==> config.mk <==
export PLATFORM = sky130hd
export DESIGN_NAME = fios_top_control
export DESIGN_NICKNAME = d
export VERILOG_FILES = /design/src/rtl/fios_ctrl_pkg.sv /design/src/rtl/fios_top_control_watchdog.sv /design/src/rtl/fios_top_control.sv
export SDC_FILE = /design/constraint.sdc
export NUM_CORES = 1
export LEC_CHECK = 0
export CAP_MARGIN = 30
export CORE_MARGIN = 3
export CORE_UTILIZATION = 45
export DETAILED_ROUTE_END_ITERATION = 10
export GPL_TIMING_DRIVEN = 0
export HOLD_SLACK_MARGIN = 0.15
export PLACE_DENSITY = 0.68
export SKIP_CTS_REPAIR_TIMING = 1
export SYNTH_ARGS = -nofsm -noshare
export SYNTH_HDL_FRONTEND = slang
export SYNTH_HIERARCHICAL = 1
export SYNTH_SLANG_ARGS = --single-unit
export TNS_END_PERCENT = 50
==> constraint.sdc <==
create_clock -name clock_i -period 2.6 [get_ports clock_i]
set_input_delay 0.26 -clock clock_i [delete_from_list [all_inputs] [get_ports clock_i]]
set_output_delay 0.26 -clock clock_i [all_outputs]
set_load 0.005 [all_outputs]
==> src/rtl/fios_ctrl_pkg.sv <==
// Shared types and constants for the Montgomery run sequencer.
// Holds state encodings, phase codes and the default watchdog bound.
package fios_ctrl_pkg;

   typedef enum logic [3:0] {
      ST_IDLE       = 4'd0,
      ST_LOAD_REQ   = 4'd1,
      ST_LOAD_WAIT  = 4'd2,
      ST_COMP_REQ   = 4'd3,
      ST_COMP_WAIT  = 4'd4,
      ST_STORE_REQ  = 4'd5,
      ST_STORE_WAIT = 4'd6,
      ST_DONE       = 4'd7,
      ST_ERROR      = 4'd8
   } ctrl_state_e;

   localparam logic [1:0] PH_NONE  = 2'd0;
   localparam logic [1:0] PH_LOAD  = 2'd1;
   localparam logic [1:0] PH_COMP  = 2'd2;
   localparam logic [1:0] PH_STORE = 2'd3;

   function automatic int default_timeout(input int s);
      return 64 * s;
   endfunction

   // Core owns the BRAM and the run counts as busy in every REQ/WAIT state.
   function automatic logic is_active(input ctrl_state_e st);
      return (st == ST_LOAD_REQ)  || (st == ST_LOAD_WAIT) ||
             (st == ST_COMP_REQ)  || (st == ST_COMP_WAIT) ||
             (st == ST_STORE_REQ) || (st == ST_STORE_WAIT);
   endfunction

   function automatic logic is_wait(input ctrl_state_e st);
      return (st == ST_LOAD_WAIT) || (st == ST_COMP_WAIT) || (st == ST_STORE_WAIT);
   endfunction

endpackage

==> src/rtl/fios_top_control_watchdog.sv <==
// Saturating per-phase cycle counter with synchronous clear.
// tc_o flags the last permitted cycle of a wait while counting is enabled.
module phase_watchdog #(
   parameter int TIMEOUT_CYCLES = 1024
) (
   input  logic clock_i,
   input  logic reset_ni,
   input  logic clr_i,
   input  logic en_i,
   output logic tc_o
);

   localparam int W = $clog2(TIMEOUT_CYCLES + 1);
   localparam logic [W-1:0] CNT_MAX = W'(TIMEOUT_CYCLES);
   localparam logic [W-1:0] TC_VAL  = W'(TIMEOUT_CYCLES - 1);

   logic [W-1:0] cnt_q;
   logic [W-1:0] cnt_d;

   always_comb begin
      cnt_d = cnt_q;
      if (clr_i) begin
         cnt_d = '0;
      end else if (en_i && (cnt_q != CNT_MAX)) begin
         cnt_d = cnt_q + W'(1);
      end
   end

   always_ff @(posedge clock_i or negedge reset_ni) begin
      if (!reset_ni) begin
         cnt_q <= '0;
      end else begin
         cnt_q <= cnt_d;
      end
   end

   assign tc_o = en_i && (cnt_q >= TC_VAL);

endmodule

==> src/rtl/fios_top_control.sv <==
// Sequencer for one Montgomery run: load, FIOS compute, store, then report.
// All host/core-facing outputs are registered; start pulses trail their REQ state by one cycle.
//
//   state      | meaning
//   -----------+--------------------------------------------------
//   IDLE       | host owns BRAM, waiting for start
//   LOAD_REQ   | issue load request to memory FSM
//   LOAD_WAIT  | waiting for mem_load_done_i
//   COMP_REQ   | issue start to FIOS core
//   COMP_WAIT  | waiting for fios_done_i
//   STORE_REQ  | issue store request to memory FSM
//   STORE_WAIT | waiting for mem_store_done_i
//   DONE       | run complete, done_o sticky
//   ERROR      | a wait timed out, error_o/err_phase_o sticky
module fios_top_control
   import fios_ctrl_pkg::*;
#(
   parameter int s              = 16,
   parameter int TIMEOUT_CYCLES = default_timeout(s)
) (
   input  logic       clock_i,
   input  logic       reset_ni,
   input  logic       start_i,
   output logic       busy_o,
   output logic       done_o,
   output logic       error_o,
   output logic [1:0] err_phase_o,
   output logic       host_bram_sel_o,
   output logic       mem_start_o,
   output logic       mem_load_store_o,
   input  logic       mem_load_done_i,
   input  logic       mem_store_done_i,
   output logic       fios_start_o,
   input  logic       fios_done_i
);

   ctrl_state_e state_q, state_d;
   logic [1:0]  tmo_phase_q, tmo_phase_d;
   logic        accept;
   logic        wd_tc;
   logic        wd_clr;
   logic        wd_en;

   logic       busy_q, busy_d;
   logic       done_q, done_d;
   logic       error_q, error_d;
   logic [1:0] err_phase_q, err_phase_d;
   logic       host_sel_q, host_sel_d;
   logic       mem_start_q, mem_start_d;
   logic       mem_ls_q, mem_ls_d;
   logic       fios_start_q, fios_start_d;

   assign wd_en  = is_wait(state_q);
   assign wd_clr = (state_d != state_q) || !wd_en;

   phase_watchdog #(
      .TIMEOUT_CYCLES (TIMEOUT_CYCLES)
   ) u_watchdog (
      .clock_i  (clock_i),
      .reset_ni (reset_ni),
      .clr_i    (wd_clr),
      .en_i     (wd_en),
      .tc_o     (wd_tc)
   );

   always_comb begin
      state_d     = state_q;
      tmo_phase_d = tmo_phase_q;
      accept      = 1'b0;

      // In each wait the done pulse is tested before the watchdog so it wins a tie.
      unique case (state_q)
         ST_IDLE, ST_DONE, ST_ERROR: begin
            if (start_i) begin
               state_d     = ST_LOAD_REQ;
               tmo_phase_d = PH_NONE;
               accept      = 1'b1;
            end
         end
         ST_LOAD_REQ:  state_d = ST_LOAD_WAIT;
         ST_LOAD_WAIT: begin
            if (mem_load_done_i) begin
               state_d = ST_COMP_REQ;
            end else if (wd_tc) begin
               state_d     = ST_ERROR;
               tmo_phase_d = PH_LOAD;
            end
         end
         ST_COMP_REQ:  state_d = ST_COMP_WAIT;
         ST_COMP_WAIT: begin
            if (fios_done_i) begin
               state_d = ST_STORE_REQ;
            end else if (wd_tc) begin
               state_d     = ST_ERROR;
               tmo_phase_d = PH_COMP;
            end
         end
         ST_STORE_REQ: state_d = ST_STORE_WAIT;
         ST_STORE_WAIT: begin
            if (mem_store_done_i) begin
               state_d = ST_DONE;
            end else if (wd_tc) begin
               state_d     = ST_ERROR;
               tmo_phase_d = PH_STORE;
            end
         end
         default: state_d = ST_IDLE;
      endcase

      busy_d       = is_active(state_d);
      host_sel_d   = !is_active(state_d);
      mem_start_d  = (state_q == ST_LOAD_REQ) || (state_q == ST_STORE_REQ);
      mem_ls_d     = (state_q == ST_STORE_REQ) || (state_q == ST_STORE_WAIT);
      fios_start_d = (state_q == ST_COMP_REQ);

      done_d      = done_q;
      error_d     = error_q;
      err_phase_d = err_phase_q;
      if (accept) begin
         done_d      = 1'b0;
         error_d     = 1'b0;
         err_phase_d = PH_NONE;
      end else if (state_q == ST_DONE) begin
         done_d = 1'b1;
      end else if (state_q == ST_ERROR) begin
         error_d     = 1'b1;
         err_phase_d = tmo_phase_q;
      end
   end

   always_ff @(posedge clock_i or negedge reset_ni) begin
      if (!reset_ni) begin
         state_q      <= ST_IDLE;
         tmo_phase_q  <= PH_NONE;
         busy_q       <= 1'b0;
         done_q       <= 1'b0;
         error_q      <= 1'b0;
         err_phase_q  <= PH_NONE;
         host_sel_q   <= 1'b1;
         mem_start_q  <= 1'b0;
         mem_ls_q     <= 1'b0;
         fios_start_q <= 1'b0;
      end else begin
         state_q      <= state_d;
         tmo_phase_q  <= tmo_phase_d;
         busy_q       <= busy_d;
         done_q       <= done_d;
         error_q      <= error_d;
         err_phase_q  <= err_phase_d;
         host_sel_q   <= host_sel_d;
         mem_start_q  <= mem_start_d;
         mem_ls_q     <= mem_ls_d;
         fios_start_q <= fios_start_d;
      end
   end

   assign busy_o           = busy_q;
   assign done_o           = done_q;
   assign error_o          = error_q;
   assign err_phase_o      = err_phase_q;
   assign host_bram_sel_o  = host_sel_q;
   assign mem_start_o      = mem_start_q;
   assign mem_load_store_o = mem_ls_q;
   assign fios_start_o     = fios_start_q;

endmodule

==> impl_metrics.toml <==
[outcome]
outcome = "completed"

[die]
fp.coreArea_um2 = 3180
ios = 15
rows = 20
die-area_um2 = 4210
die_y_um = 64.9
start_util = 0.491
fp.dieW_um = 64.9

[final_layout]
drive_gt1_frac = 0.182
nets = 190
fin_area_um2 = 1850
fillerInstances = 281
area_growth_pct = 18.7
n_antenna_cell = 0
multi_input_area_um2 = 845
regArea_um2 = 652

[route]
avgRoutedWirePerCell_um = 14.3
drt_iter0_drc = 73
dr.pass1.iters = 4
remaining_drc_errors = 0
vias = 1308
drt-total-wl_um = 3220
ant_nets = 0
vias_per_cell = 5.81

[global_routing]
grt_use_total = 0.169
first_global_vias = 1228
antenna_found_initial = 0
grt_max_degree = 15
grt_overflow = 0
grt_pass1_wl_um = 5660

[timing]
fin_skew_ps = 7.60
hold_viol = 0
fmax_ghz = 0.396
fin_crit_sh = 0.972
worst_slew_pin_slew_ps = 635
hold_slack_ps = 291
setup_viol = 0
slew_headroom = 0.576
timing.final.crit_period_ps = 2530
drv_slew = 0

[logic_synthesis]
synth_top_family_by_area = "simple AND/OR/NAND/NOR gates"
synthArstFlopShare = 1.00
synth_cell_types = 49
yosysTopAreaCell = "dfrtp_1"
synth_area_leaders = "dfrtp_1 (40%), a21oi_1 (3.5%), nor2_1 (3.4%), nand2b_1 (2.8%), nand2_1 (2.4%)"
synth_top_area_share = 0.401
yosysSeqAreaShare = 0.417
synth_fa_ha_area_frac = 0.0160
synthSimpleGateAreaFrac = 0.257
synth-compound-area-share = 0.179
syn-num-nets = 167
syn_area_per_cell_um2 = 9.82
mappedNetlistArea_um2 = 1560
yosys_warnings = 6
ys_ff_latch = 26
synth_edf_count = 0
syn_inst = 159
synthMuxAreaShare = 0.0601
synth-xor-area-share = 0.0168
ys.flop_type = "dfrtp_1"
synth.most_common_cell = "dfrtp_1"
synth_commonest_cells = "dfrtp_1 (25), nor2_1 (14), a21oi_1 (11)"

[clock_tree]
cts_buffer_depth = 2
clk-insertion-delay-late_ps = 340
cts_buffers = 3
cts.sink_count = 26
root_buffer = "clkbuf_4"
tritoncts = "built"
path_clk_slew_ps = 150
cts.htree.levels = 1

[worst_setup_path]
cp-endpoint = "u_watchdog/cnt_q[2]"
reg2reg_setup_slack_ps = 70
worstSetupEndpointType = "register"
cp-startpoint = "state_q[0]"
critPathKind = "register to register"
r2r.worst_path.cells = 11
start_kind = "register"
crit_arrival_ps = 2760
critPathMaxFanout = 10
r2r-end = "u_watchdog/cnt_q[2]"
worstPathRequired_ps = 2840
r2r-start = "state_q[0]"

[run]
cap_violations = 0

[placement]
port_buffers = 14
place.gp.congestion = 0.902
place_area_um2 = 1780
hpwl_um = 2400

[min_path]
hold_class = "input pin to async pin"

[power]
p_leak_nw = 0.760
power.density_nw_per_um2 = 866
ir_drop_v = 0.000486
total_power_w = 0.00160
[sequential cells by signal (all words and copies together) (netlist names)]
signal            count
u_watchdog/cnt_q     11
state_q               4
err_phase_o           2
tmo_phase_q           2
busy_o                1
done_o                1
error_o               1
fios_start_o          1
host_bram_sel_o       1
mem_load_store_o      1
mem_start_o           1
[worst min path at each step]
stage	startpoint	end	slack (ps)	depth (start not counted)
2_1_floorplan	reset_ni	busy_o	-40	0
4_1_cts	reset_ni	u_watchdog/cnt_q[7]	330	1
3_5_place_dp	err_phase_o[1]	err_phase_o[1]	500	1
5_1_grt	reset_ni	u_watchdog/cnt_q[7]	350	1
3_3_place_gp	err_phase_o[1]	err_phase_o[1]	480	1
6_report	reset_ni	u_watchdog/cnt_q[8]	290	1
[metal layers]
layer  share of wire  wire (um)  up-vias  global-route usage
met5               0          0        -                   0
met4           0.018         57        0              0.0475
met3           0.037        119        5              0.0260
met2            0.47       1510       28               0.268
met1            0.48       1540      650               0.237
li1                -          -      625                   -
[layout by cell type, fill, tap and decap left out, drive strengths merged, types with 3 or more instances in the layout]
master,Yosys,final
inv,7,7
nand2b,7,7
buf,6,11
o311ai,4,4
a21oi,11,11
a22o,3,3
clkbuf,1,4
o21ai,4,4
clkdlybuf4s50,0,14
mux2,5,5
or3,3,3
nand4,6,6
nor3b,5,5
nor2b,5,5
or4,3,3
a31oi,4,4
nand3,4,4
mux2i,3,3
dfrtp,25,25
nand2,11,11
nor2,14,14
nor3,7,7
[critical path: stages, from the launching register on]
cell and delay, ps:
dfrtp_1 400, buf_6 140, buf_6 140, nor2_2 170
o21a_2 240, o21a_4 190, nand2b_1 100, nor3b_1 160
o311ai_2 390, buf_4 200, nor2_1 40, mux2_2 270
[per-stage QoR]
stage	worst slack [ps]	setup TNS (ps)	util	std cells
6_report	73.4	0	0.583	225
5_1_grt	-31.5	-65.4	0.583	225
4_1_cts	-317	-999	0.572	222
3_5_place_dp	-288	-704	0.560	218
3_3_place_gp	-283	-746	0.556	217
2_1_floorplan	63.8	0	-	159
[power breakdown]
part	switching (W)	internal, W	total (W)
clock	0.000129	0.0000860	0.000215
sequential	0.0000570	0.000487	0.000544
combinational	0.000436	0.000410	0.000846
[cell type report]
| cell class | instances | area share |
|---|---|---|
| buffer | 7 | 0.0331 |
| inverter | 7 | 0.0142 |
| timing repair buffer | 18 | 0.0959 |
| multi-input combinational | 119 | 0.456 |
| tap | 44 | 0.0297 |
| sequential | 26 | 0.352 |
| clock buffer | 4 | 0.0196 |
[cell families (layout without fill, tap and decap cells)]
logic type / count (synthesis) / count (layout)
flops: 26 / 26
mux: 8 / 8
compound gates: 37 / 37
fa+ha+maj: 2 / 2
simple gates: 69 / 69
buf+inv: 14 / 36
xor+xnor: 3 / 3
Power figures use the tool's default switching activity.
